===== config.mk =====
export PLATFORM = sky130hd
export DESIGN_NAME = serial_stim_arbiter
export DESIGN_NICKNAME = d
export VERILOG_FILES = /design/src/rtl/fsm_ctrl_pkg.sv /design/src/rtl/rr_arbiter.sv /design/src/rtl/serial_stim_arbiter.sv
export SDC_FILE = /design/constraint.sdc
export NUM_CORES = 1
export LEC_CHECK = 0
export ABC_AREA = 1
export ABC_CLOCK_PERIOD_IN_PS = 2300
export CAP_MARGIN = 20
export CELL_PAD_IN_SITES_DETAIL_PLACEMENT = 0
export CELL_PAD_IN_SITES_GLOBAL_PLACEMENT = 1
export CORE_MARGIN = 2
export CORE_UTILIZATION = 31
export CTS_CLUSTER_DIAMETER = 50
export DETAILED_ROUTE_END_ITERATION = 7
export PLACE_DENSITY_LB_ADDON = 0.05
export SETUP_SLACK_MARGIN = 0.05
export SKIP_LAST_GASP = 1
export SYNTH_ARGS = -nofsm -noshare
export SYNTH_HDL_FRONTEND = slang
export SYNTH_SLANG_ARGS = --single-unit

===== constraint.sdc =====
create_clock -name clk -period 2.3 [get_ports clk]
set_clock_uncertainty 0.05 [all_clocks]
set_input_delay 0.23 -clock clk [delete_from_list [all_inputs] [get_ports clk]]
set_output_delay 0.23 -clock clk [all_outputs]
set_load 0.01 [all_outputs]

===== src/rtl/fsm_ctrl_pkg.sv =====
// Shared state encoding, default geometry and hit-counter helper
// for the serial stimulus arbiter.
package fsm_ctrl_pkg;

  localparam int N_REQ_DEF  = 4;
  localparam int WORD_W_DEF = 14;
  localparam int LAT_DEF    = 1;
  localparam int HIT_W      = 4;
  localparam logic [HIT_W-1:0] HIT_MAX = 4'hF;

  typedef enum logic [1:0] {
    ST_IDLE  = 2'd0,
    ST_SHIFT = 2'd1,
    ST_DRAIN = 2'd2,
    ST_DONE  = 2'd3
  } state_e;

  // Hit counter sticks at its maximum instead of wrapping.
  function automatic logic [HIT_W-1:0] hit_sat_inc(input logic [HIT_W-1:0] cnt,
                                                   input logic inc);
    logic [HIT_W-1:0] res;
    if (inc && (cnt != HIT_MAX)) begin
      res = cnt + 4'd1;
    end else begin
      res = cnt;
    end
    return res;
  endfunction

endpackage


===== src/rtl/rr_arbiter.sv =====
// Combinational round-robin picker: the search starts one past the last
// granted index and wraps, the first active request wins (one-hot).
module rr_arbiter #(
  parameter int N_REQ = 4,
  parameter int IDX_W = 2
) (
  input  logic [N_REQ-1:0] req,
  input  logic [IDX_W-1:0] last_grant,
  output logic [N_REQ-1:0] winner
);

  logic [IDX_W-1:0] idx_s;
  logic             taken_s;

  // Walk the requesters in rotated priority order; the first hit masks the rest.
  always_comb begin
    winner  = {N_REQ{1'b0}};
    idx_s   = {IDX_W{1'b0}};
    taken_s = 1'b0;
    for (int i = 1; i <= N_REQ; i++) begin
      idx_s         = IDX_W'((int'(last_grant) + i) % N_REQ);
      winner[idx_s] = req[idx_s] & ~taken_s;
      taken_s       = taken_s | req[idx_s];
    end
  end

endmodule


===== src/rtl/serial_stim_arbiter.sv =====
// Grants one requester at a time, shifts its frame out LSB first to the
// detector, drains the detector latency and reports the frame's hit count.
module serial_stim_arbiter
  import fsm_ctrl_pkg::*;
#(
  parameter int N_REQ  = N_REQ_DEF,
  parameter int WORD_W = WORD_W_DEF,
  parameter int LAT    = LAT_DEF,
  localparam int IDX_W = (N_REQ > 1) ? $clog2(N_REQ) : 1
) (
  input  logic                    clk,
  input  logic                    rstn,
  input  logic                    en,
  input  logic [N_REQ-1:0]        req,
  input  logic [N_REQ*WORD_W-1:0] data,
  output logic [N_REQ-1:0]        gnt,
  output logic                    busy,
  output logic                    ser_out,
  input  logic                    det_in,
  output logic                    done,
  output logic [IDX_W-1:0]        done_id,
  output logic [HIT_W-1:0]        hit_cnt
);

  localparam int CNT_W = $clog2(((WORD_W > LAT) ? WORD_W : LAT) + 1);

  state_e             state_q, state_d;
  logic [WORD_W-1:0]  shift_q, shift_d;
  logic [CNT_W-1:0]   cnt_q, cnt_d;
  logic [HIT_W-1:0]   hit_q, hit_d, hit_inc_s;
  logic [IDX_W-1:0]   cur_id_q, cur_id_d, last_q, last_d;
  logic [N_REQ-1:0]   gnt_q, gnt_d, win_s;
  logic               busy_q, busy_d, ser_q, ser_d, done_q, done_d;
  logic [IDX_W-1:0]   done_id_q, done_id_d;
  logic [HIT_W-1:0]   hit_cnt_q, hit_cnt_d;
  logic [IDX_W-1:0]   win_idx_s;
  logic [WORD_W-1:0]  win_data_s;

  rr_arbiter #(.N_REQ(N_REQ), .IDX_W(IDX_W)) u_rr (
    .req        (req),
    .last_grant (last_q),
    .winner     (win_s)
  );

  // One-hot winner to index and frame word.
  always_comb begin
    win_idx_s  = {IDX_W{1'b0}};
    win_data_s = {WORD_W{1'b0}};
    for (int i = 0; i < N_REQ; i++) begin
      win_idx_s  = win_idx_s | (IDX_W'(i) & {IDX_W{win_s[i]}});
      win_data_s = win_data_s | (data[i*WORD_W +: WORD_W] & {WORD_W{win_s[i]}});
    end
  end

  assign hit_inc_s = hit_sat_inc(hit_q, det_in);

  // Next-state logic; every output is re-registered from its _d value.
  always_comb begin
    state_d   = state_q;
    shift_d   = shift_q;
    cnt_d     = cnt_q;
    hit_d     = hit_q;
    cur_id_d  = cur_id_q;
    last_d    = last_q;
    gnt_d     = {N_REQ{1'b0}};
    done_id_d = done_id_q;
    hit_cnt_d = hit_cnt_q;
    case (state_q)
      ST_IDLE: begin
        if (en && (|req)) begin
          state_d  = ST_SHIFT;
          gnt_d    = win_s;
          shift_d  = win_data_s;
          cnt_d    = {CNT_W{1'b0}};
          hit_d    = {HIT_W{1'b0}};
          cur_id_d = win_idx_s;
          last_d   = win_idx_s;
        end else begin
          state_d  = ST_IDLE;
        end
      end
      ST_SHIFT: begin
        hit_d   = hit_inc_s;
        shift_d = {1'b0, shift_q[WORD_W-1:1]};
        if (cnt_q == CNT_W'(WORD_W - 1)) begin
          state_d = ST_DRAIN;
          cnt_d   = {CNT_W{1'b0}};
        end else begin
          cnt_d   = cnt_q + {{(CNT_W-1){1'b0}}, 1'b1};
        end
      end
      ST_DRAIN: begin
        hit_d = hit_inc_s;
        if (cnt_q == CNT_W'(LAT - 1)) begin
          state_d   = ST_DONE;
          cnt_d     = {CNT_W{1'b0}};
          done_id_d = cur_id_q;
          hit_cnt_d = hit_inc_s;
        end else begin
          cnt_d     = cnt_q + {{(CNT_W-1){1'b0}}, 1'b1};
        end
      end
      ST_DONE: begin
        state_d = ST_IDLE;
      end
      default: begin
        state_d = ST_IDLE;
      end
    endcase
    ser_d  = (state_d == ST_SHIFT) & shift_d[0];
    busy_d = (state_d != ST_IDLE);
    done_d = (state_d == ST_DONE);
  end

  // State and output registers; reset also kills any frame in flight.
  always_ff @(posedge clk or negedge rstn) begin
    if (!rstn) begin
      state_q   <= ST_IDLE;
      shift_q   <= {WORD_W{1'b0}};
      cnt_q     <= {CNT_W{1'b0}};
      hit_q     <= {HIT_W{1'b0}};
      cur_id_q  <= {IDX_W{1'b0}};
      last_q    <= IDX_W'(N_REQ - 1);
      gnt_q     <= {N_REQ{1'b0}};
      busy_q    <= 1'b0;
      ser_q     <= 1'b0;
      done_q    <= 1'b0;
      done_id_q <= {IDX_W{1'b0}};
      hit_cnt_q <= {HIT_W{1'b0}};
    end else begin
      state_q   <= state_d;
      shift_q   <= shift_d;
      cnt_q     <= cnt_d;
      hit_q     <= hit_d;
      cur_id_q  <= cur_id_d;
      last_q    <= last_d;
      gnt_q     <= gnt_d;
      busy_q    <= busy_d;
      ser_q     <= ser_d;
      done_q    <= done_d;
      done_id_q <= done_id_d;
      hit_cnt_q <= hit_cnt_d;
    end
  end

  assign gnt     = gnt_q;
  assign busy    = busy_q;
  assign ser_out = ser_q;
  assign done    = done_q;
  assign done_id = done_id_q;
  assign hit_cnt = hit_cnt_q;

endmodule


==> impl_metrics.csv <==
group,metric,value,unit
status,status,"finished, final reports clean",
grt,gr-total-overflow,0,
synth,avgSynthCellArea,7.29,um2
route,firstDrtPassIters,4,
timing,finalMaxSlewViolations,0,
setup_path,ff2ff_path_depth,13,
synth,yosys_warnings,0,
clock_tree,htreeDepth,2,
synth,yosysTopAreaCell,"dfrtp_1",
clock_tree,clock_latency,0.29,ns
timing,fin_tns_setup,0,ns
die,ios,77,
clock_tree,cts_buffers,5,
clock_tree,clock-sinks,41,
pwr,ir_drop,0.709,mV
cells_and_area,area_delta_synth_final,45.2,%
setup_path,r2r_end,"ser_out$_DFF_PN0_",
grt,grt_max_degree,42,
pwr,p_per_area,1450,nW/um2
grt,grt_pass1_wl,13.3,mm
route,via_count,2816,
timing,final_hold_viol_count,0,
timing,period_needed,2.17,ns
die,row_count,34,
setup_path,cp-start-kind,"register",
cells_and_area,final_cell_mix,"86 x nand2_1, 75 x clkdlybuf4s50_1, 62 x nand3_1, 39 x dfrtp_1, 35 x a21oi_1",
die,die_w,98.7,um
clock_tree,hold_buffers,0,
job,maxCapViolations,0,
die,die_h,98.7,um
route,viasPerCell,4.82,
route,drt_iter0_drc,139,
timing,slew-limit-headroom,37.3,%
die,fp.coreArea,8720,um2
setup_path,crit_path_end_kind,"register",
die,start_util,31.9,%
setup_path,worstReg2RegStart,"last_q[1]$_DFFE_PN1P_",
clock_tree,cts_tree,"yes",
grt,antenna_found_initial,0,
route,wl,8.28,mm
grt,grtUsageTotal,16.7,%
pwr,leakagePower,1.91,nW
synth,netlist-cell-type-count,30,
cells_and_area,fillCellCount,889,
synth,syn_inst,381,
setup_path,crit_path_start,"last_q[1]$_DFFE_PN1P_",
setup_path,crit_type,"reg2reg",
timing,period_share,94.4,%
synth,syn_area,2780,um2
timing,tightest_slew,0.940,ns
clock_tree,cts_buffer_depth,2,
synth,postSynthRegisterBits,41,
clock_tree,root_buffer,"clkbuf_8",
placement,numPortBuffers,76,
placement,place_hpwl,6.30,mm
route,drc,0,
die,die_area,9740,um2
synth,ys_seq_area_share,37.0,%
setup_path,reg2reg_slack,0.13,ns
clock_tree,clk_pin_slew,0.08,ns
route,wl_per_cell,14.2,um
synth,synth_area_leaders,"dfrtp_1 35%, nand2_1 13%, nand3_1 12%, a21oi_1 6.7%, ha_1 5.9%",
cells_and_area,nNetsFinal,552,
timing,setup_violations,0,
setup_path,crit_fanout,15,
synth,yosysTopAreaCellShare,35.1,%
setup_path,cp.arrival,2.33,ns
cells_and_area,num_antenna_cells,0,
placement,gp_congestion,0.784,
grt,grt_pass1_vias,2780,
route,ant_nets,0,
setup_path,required,2.46,ns
synth,synth_fp_nets,458,
timing,rsz0062_at_grt,"true",
timing,clock.fmax,460,MHz
cells_and_area,utilization,46.3,%
worst_hold_path,hold_path_class,"in2async",
cells_and_area,final_common_cell,"nand2_1",
cells_and_area,drive_gt1_share,16.4,%
==> registers in the layout, indices dropped and copies added, names as in the netlist <==
name      count
cur_id_q      2
state_q       2
done          1
hit_q         4
cnt_q         4
ser_out       1
shift_q      14
done_id       2
busy          1
hit_cnt       4
gnt           4
last_q        2
==> Yosys cell counts <==
cell      number
nor4_1         2
a21oi_1       37
buf_4          1
dfrtp_1       39
nor2_4         1
nand3_1       64
nand4_1        7
and2_1         1
ha_1          13
buf_6          4
o21ai_1       11
xor2_1         2
o21a_1         1
clkbuf_4       1
a22o_1         1
nand2_4        6
clkbuf_1       3
nand2_1       93
o31ai_1        1
or2_2          1
inv_1         34
o22ai_1        3
inv_2          1
nor2_2         3
buf_2          3
dfstp_2        2
nand2_2        5
o21ai_0       14
nand3_2        5
nor2_1        22
==> worst max-delay path by stage <==
| stage | end | depth (start not counted) | slack, ns |
|---|---|---|---|
| 3_5_place_dp | ser_out$_DFF_PN0_ | 14 | -0.21 |
| 3_3_place_gp | ser_out$_DFF_PN0_ | 14 | -0.19 |
| 4_1_cts | last_q[0]$_DFFE_PN1P_ | 14 | 0.03 |
| 6_report | ser_out$_DFF_PN0_ | 13 | 0.13 |
| 2_1_floorplan | shift_q[7]$_DFFE_PN0P_ | 14 | 0.11 |
| 5_1_grt | ser_out$_DFF_PN0_ | 13 | 0.02 |
==> metal layers <==
metal / up-vias / share of wire (%) / global-route usage (%)
met5: - / 0 / 0
li1: 1458 / - / -
met2: 66 / 46 / 26.0
met1: 1286 / 50 / 24.3
met3: 6 / 3.2 / 2.13
met4: 0 / 0.93 / 5.06
==> cell families after synthesis <==
group	after synthesis	share of synthesized area, %
and+or+nand+nor	210	36.0
AOI/OAI and AO/OA	68	12.7
buffers and inverters	47	7.83
DFF	41	37.0
adders and majority gates	13	5.85
xor gates and xnor gates	2	0.630
==> final cells by class <==
cell class	instances	area [um2]	share of cell area (%)
clock buffers	7	76.3	1.89
clock inverters	1	5.00	0.124
inverters	35	134	3.32
well taps	108	135	3.35
repair buffers	98	982	24.3
flip-flops and latches	41	1030	25.5
multi-input cells	294	1670	41.5
==> through the flow <==
step	power [mW]	area, um2	hold slack [ns]	cells	worst slack [ns]
after CTS	5.30	3840	0.0630	579	0.0312
after detailed placement	4.77	3740	0.384	571	-0.209
final	5.87	4030	0.0214	584	0.128
after floorplan	3.62	2780	-0.116	381	0.115
after global placement	4.80	3740	0.370	571	-0.195
after global routing	6.43	4030	0.103	584	0.0193
==> where the power goes <==
group	leakage, nW	switching, mW	total, mW	internal, mW
clock	0.0422	0.246	0.459	0.213
combinational	1.37	2.49	4.28	1.79
sequential	0.503	0.133	1.13	0.993
total	1.91	2.87	5.87	3.00
==> timing repair <==
action	4_1_cts	5_1_grt
resized for setup	5	37
endpoints found under the setup margin	9	20
setup buffers	0	2
pin swaps	1	18
gates cloned	0	3
==> critical path, cell delays in order (launching register included) <==
cell     delay [ns]
dfstp_2        0.54
inv_2          0.05
ha_4           0.26
inv_4          0.06
nand3_4        0.08
nand2_4        0.12
nand2_4        0.06
nor2_4         0.12
nand2_4        0.12
nand2_4        0.19
nand3_1        0.10
nand2_1        0.08
o21ai_2        0.08
a21oi_1        0.19
Note: power is estimated with default switching activity, not from simulation.
